`src/rtl/adder_pkg.sv`:
```
// Shared constants and types for the registered ripple-carry adder
// and anything that models its result.
package adder_pkg;

  localparam int ADD_WIDTH = 4;

  // {carry, sum} result of one addition
  typedef logic [ADD_WIDTH:0] add_result_t;

endpackage : adder_pkg

```
`src/rtl/half_add.sv`:
```
// Single-bit half adder: the only cell in which the adder's XOR/AND
// logic lives.
module half_add (
  input  logic i_a,
  input  logic i_b,
  output logic o_sum,
  output logic o_carry
);

  assign o_sum   = i_a ^ i_b;
  assign o_carry = i_a & i_b;

endmodule : half_add

```
`src/rtl/full_add_4bit.sv`:
```
// Registered ripple-carry adder. Each bit is two half adders plus an OR
// of their carries; the {carry, sum} result is captured every clock.
module full_add_4bit
  import adder_pkg::*;
#(
  parameter int WIDTH = ADD_WIDTH
) (
  input  logic             i_clk,
  input  logic             i_rst,
  input  logic [WIDTH-1:0] i_a,
  input  logic [WIDTH-1:0] i_b,
  input  logic             i_cin,
  output logic [WIDTH-1:0] o_sum,
  output logic             o_carry
);

  logic [WIDTH-1:0] p_s;
  logic [WIDTH-1:0] g_s;
  logic [WIDTH-1:0] s_s;
  logic [WIDTH-1:0] t_s;
  logic [WIDTH:0]   c_s;
  add_result_t      result_s;
  add_result_t      result_r;

  assign c_s[0] = i_cin;

  // Carry ripples bit 0 to bit WIDTH-1 with no lookahead.
  for (genvar k = 0; k < WIDTH; k++) begin : g_bit
    half_add u_ha_ab (
      .i_a     (i_a[k]),
      .i_b     (i_b[k]),
      .o_sum   (p_s[k]),
      .o_carry (g_s[k])
    );

    half_add u_ha_pc (
      .i_a     (p_s[k]),
      .i_b     (c_s[k]),
      .o_sum   (s_s[k]),
      .o_carry (t_s[k])
    );

    assign c_s[k+1] = g_s[k] | t_s[k];
  end : g_bit

  assign result_s = {c_s[WIDTH], s_s};

  // Output register; reset wins over the result arriving at the same edge.
  always_ff @(posedge i_clk) begin
    if (i_rst) begin
      result_r <= {(ADD_WIDTH + 1){1'b0}};
    end else begin
      result_r <= result_s;
    end
  end

  assign o_sum   = result_r[WIDTH-1:0];
  assign o_carry = result_r[WIDTH];

endmodule : full_add_4bit

```
`config.mk`:
```
export PLATFORM = sky130hd
export DESIGN_NAME = full_add_4bit
export DESIGN_NICKNAME = d
export VERILOG_FILES = /design/src/rtl/adder_pkg.sv /design/src/rtl/half_add.sv /design/src/rtl/full_add_4bit.sv
export SDC_FILE = /design/constraint.sdc
export NUM_CORES = 1
export LEC_CHECK = 0
export CELL_PAD_IN_SITES_DETAIL_PLACEMENT = 1
export CELL_PAD_IN_SITES_GLOBAL_PLACEMENT = 2
export CORE_MARGIN = 3
export CORE_UTILIZATION = 16
export DETAILED_ROUTE_END_ITERATION = 16
export GPL_TIMING_DRIVEN = 0
export PLACE_DENSITY = 0.66
export SLEW_MARGIN = 30
export SYNTH_ARGS = -nofsm -noshare
export SYNTH_HDL_FRONTEND = slang
export SYNTH_SLANG_ARGS = --single-unit
```
`constraint.sdc`:
```
create_clock -name i_clk -period 2.6 [get_ports i_clk]
set_input_delay 0.39 -clock i_clk [delete_from_list [all_inputs] [get_ports i_clk]]
set_output_delay 0.39 -clock i_clk [all_outputs]
set_load 0.02 [all_outputs]
```
* Word level (Yosys, flattened, before mapping) *
Index checks and enable logic that the tools add are counted.

operators by class
  bitwise logic cells = 20

operators with widths
  operator       number
  $and A1 B1 Y1  8
  $xor A1 B1 Y1  8
  $or A1 B1 Y1   4

storage, ports and cells
  output and inout port bits = 5
  register bits = 5
  input bits = 11
  word-level logic and storage cells = 21

* Logic depth before layout (Yosys ltp) *
  depth in word-level cells = 9
  mapped depth = 8
  gate-level depth less buffers = 8

* Modules after synthesis *
From an unflattened synthesis, not the netlist that was laid out.

second synthesis, totals
  cells, all modules = 21
  area total of the unflattened synthesis = 254.0 sq um

modules (own cells, without submodules)
  module         area each (sq um)  cells an instance  instances  sequential area each (sq um)
  full_add_4bit  153.9              13                 1          100.1
  half_add       12.5               1                  8          0.0

* Least setup slack after synthesis *
OpenSTA, ideal clock, no wires.

  kind = input-to-reg
  start point = in i_a[0]
  end point = reg result_r[3]
  path slack = 0.629 ns
  data arrival time = 1.907 ns
  setup time = 0.064 ns
  cell stages on the path = 8
  path buffers = 0
  required time = 2.536 ns
  cell sequence = inv_1 fa_1 inv_1 fa_1 fa_1 inv_1 fa_1 nor2_1

between the ends
  word-level cells in the longest chain between the ends = 8
  elaborated cells on any way between the ends = 9
  classes of those cells = bitwise: 9

RTL lines
  item                  RTL line             source
  start, declared       full_add_4bit.sv:10  input logic [WIDTH-1:0] i_a,
  $xor A1 B1 Y1         half_add.sv:10       assign o_sum = i_a ^ i_b;
  $and A1 B1 Y1         half_add.sv:11       assign o_carry = i_a & i_b;
  $or A1 B1 Y1 (*)      full_add_4bit.sv:43  assign c_s[k+1] = g_s[k] | t_s[k];
  $and A1 B1 Y1 (*)     half_add.sv:11
  $or A1 B1 Y1 (*)      full_add_4bit.sv:43
  $and A1 B1 Y1 (*)     half_add.sv:11
  $or A1 B1 Y1 (*)      full_add_4bit.sv:43
  $xor A1 B1 Y1 (*)     half_add.sv:10
  end signal, assigned  full_add_4bit.sv:51  result_r <= {(ADD_WIDTH + 1){1'b0}};
  end signal, assigned  full_add_4bit.sv:53  result_r <= result_s;
  end, declared         full_add_4bit.sv:23  add_result_t result_r;

Mark *: on every way between the ends. The rest lies on a longest branch, timed or not.
A chain may end at the register's enable or synchronous reset.

* Worst setup path after layout *
  start point = in i_b[0]
  end point = reg result_r[3]

between the ends
  word-level cells in the longest chain between the ends = 8
  elaborated cells on any way between the ends = 9
  classes of those cells = bitwise: 9

RTL lines
  item               RTL line             source
  start, declared    full_add_4bit.sv:11  input logic [WIDTH-1:0] i_b,
  $xor A1 B1 Y1      half_add.sv:10
  $and A1 B1 Y1      half_add.sv:11
  $or A1 B1 Y1 (*)   full_add_4bit.sv:43
  $and A1 B1 Y1 (*)  half_add.sv:11
  $or A1 B1 Y1 (*)   full_add_4bit.sv:43
  $and A1 B1 Y1 (*)  half_add.sv:11
  $or A1 B1 Y1 (*)   full_add_4bit.sv:43
  $xor A1 B1 Y1 (*)  half_add.sv:10

Marked as above.

==> out/qor.yml <==
crit_slowest_cell: "fa_1"
yosys.area.top_type: "dfxtp_1"
cts_buffer_depth: 2
hold_violations: 0
initial_core_util: 0.175
syn_nets: 36
layout-drive-gt1-share: 0.0750
cts.repair.resized: 0
path_buf_inv: 4
yosysWarnings: 0
fin_tns_setup_ns: 0
outcome: "completed"
hold_path.class: "primary input to flop"
end_kind: "flop"
grt_max_degree: 6
die_area_sq_um: 1930
p_sw_frac: 0.247
post_drt_wl_per_cell_microns: 8.16
path_cells: "clkdlybuf4s50_1 -> inv_1 -> fa_1 -> inv_1 -> fa_1 -> fa_1 -> inv_1 -> fa_1 -> nor2_1"
grt_pass1_vias: 195
synth_top_cell_area_share: 0.435
cts_hold_buf: 0
largest-register: "result_r"
place_congestion: 0.569
cts_setup_buffers: 0
finalSetupViolations: 0
regArea_sq_um: 100
hpwl_microns: 434
largest_reg_flops: 5
met3_usage: 0.0249
rsz0062_at_grt: "false"
finalCritPeriodShare: 0.857
seqPwrFrac: 0.366
power_density_nw_per_um2: 562
min_to: "result_r[0]$_SDFF_PP0_"
maxSlewHeadroom: 0.855
fillers: 156
viasPerCell: 3.55
layout_common_cells: "15 x clkdlybuf4s50_1, 7 x inv_1, 5 x dfxtp_1, 4 x fa_1"
root_buffer: "clkbuf_4"
ir_drop_mv: 0.139
syn_inst: 21
clockPowerShare: 0.369
clock_sinks: 5
fin_area_sq_um: 425
areaGrowthSynthToFinish_pct: 84.8
yosysUniqueCellTypes: 5
synth.ff_latch_count: 5
hp-start: "i_rst"
tightestPinTransition_ns: 0.217
antenna_found_initial: 0
vias: 195
layout_commonest_cell: "clkdlybuf4s50_1"
grt_first_pass_wirelength_microns: 607
placed_cell_area_sq_um: 399
p_int_mw: 0.180
placeableCoreArea_sq_um: 1320
dr.first_iter.drc_count: 3
io_pins: 16
firstDrtPassIters: 2
die_w_microns: 43.9
largestRegisters: "result_r: 5 flops"
startpoint_type: "primary input"
cts_buffers: 3
finalCriticalPeriod_ns: 2.23
wirelength_microns: 449
max_stage_delay_ns: 0.41
seq_area_frac_synth: 0.435
pwr-share-comb: 0.264
netlist_area_sq_um: 230
max_freq_mhz: 449
htreeDepth: 1
power_switching_mw: 0.0592
cap_violations: 0
cts_tree: "yes"
leakage_nw: 0.191
gr-usage-met2: 0.102
rows: 13
crit_path_frequent_cell: "fa_1"
synth.avg_cell_area_sq_um: 11.0
final_max_slew_viol_count: 0
worstPathRequired_ns: 2.78
synth_area_leaders: "dfxtp_1 43%, fa_1 35%, inv_1 11%"
crit_family: "adder cells"
use_met1: 0.0152
port_buffers: 15
top_usage_layer: "met2"
final_antenna_net_count: 0
gr-total-overflow: 0
holdPathStages: 2
drc: 0
nets: 56
clk_pin_slew_ns: 0.04
multi_input_area_sq_um: 104
crit_path_max_fanout: 1
antennaDiodeCount: 0
arrival_ns: 2.41
grtUsageTotal: 0.0525
crit_type: "primary input to flop"
die_h_microns: 43.9
==> worst max-delay path by stage <==
| stage | from | endpoint | cells past startpoint |
|---|---|---|---|
| floorplan | i_a[0] | result_r[3]$_SDFF_PP0_ | 8 |
| global placement | i_a[0] | result_r[3]$_SDFF_PP0_ | 9 |
| detailed placement | i_b[0] | result_r[3]$_SDFF_PP0_ | 9 |
| CTS | i_b[0] | result_r[3]$_SDFF_PP0_ | 9 |
| global route | i_a[0] | result_r[3]$_SDFF_PP0_ | 9 |
| finish | i_b[0] | result_r[3]$_SDFF_PP0_ | 9 |
==> cells in the mapped netlist <==
master   instances
fa_1             4
dfxtp_1          5
nor2b_1          2
inv_1            7
nor2_1           3
==> cell type report <==
type / count / share of cell area
repair buffers: 15 / 0.353
flip-flops and latches: 5 / 0.235
clock buffers: 4 / 0.0618
well taps: 15 / 0.0441
inverters: 7 / 0.0618
multi-input cells: 9 / 0.244
==> per-layer routing <==
| metal | up-vias | share of wire |
|---|---|---|
| li1 | 93 | - |
| met1 | 88 | 0.26 |
| met2 | 12 | 0.56 |
| met3 | 2 | 0.14 |
| met4 | 0 | 0.031 |
| met5 | - | 0 |
==> power by group through the flow <==
stage	Sequential, mW	Combinational (mW)	Clock [mW]
floorplan	0.100	0.0154	0
global route	0.0886	0.0690	0.0958
detailed placement	0.0892	0.0648	0
CTS	0.0878	0.0649	0.0923
global placement	0.0886	0.0632	0
finish	0.0876	0.0632	0.0883
==> kinds of logic (layout without fill, tap and decap cells) <==
kind of cell	after synthesis	count (layout)	share of synthesized area
buffers and inverters	7	26	0.114
DFF	5	5	0.435
and+or+nand+nor	5	5	0.103
adders and majority gates	4	4	0.348
==> stage by stage <==
| step | hold slack (ns) | cells | power [mW] | setup WS [ns] | util |
|---|---|---|---|---|---|
| 2_1_floorplan | 0.457 | 21 | 0.116 | 0.629 | - |
| 3_3_place_gp | 1.02 | 51 | 0.152 | 0.141 | 0.303 |
| 3_5_place_dp | 1.02 | 51 | 0.154 | 0.102 | 0.303 |
| 4_1_cts | 0.769 | 55 | 0.245 | 0.353 | 0.323 |
| 5_1_grt | 0.800 | 55 | 0.253 | 0.263 | 0.323 |
| 6_report | 0.766 | 55 | 0.239 | 0.371 | 0.323 |
No activity file was read; power rests on OpenSTA's default activity.
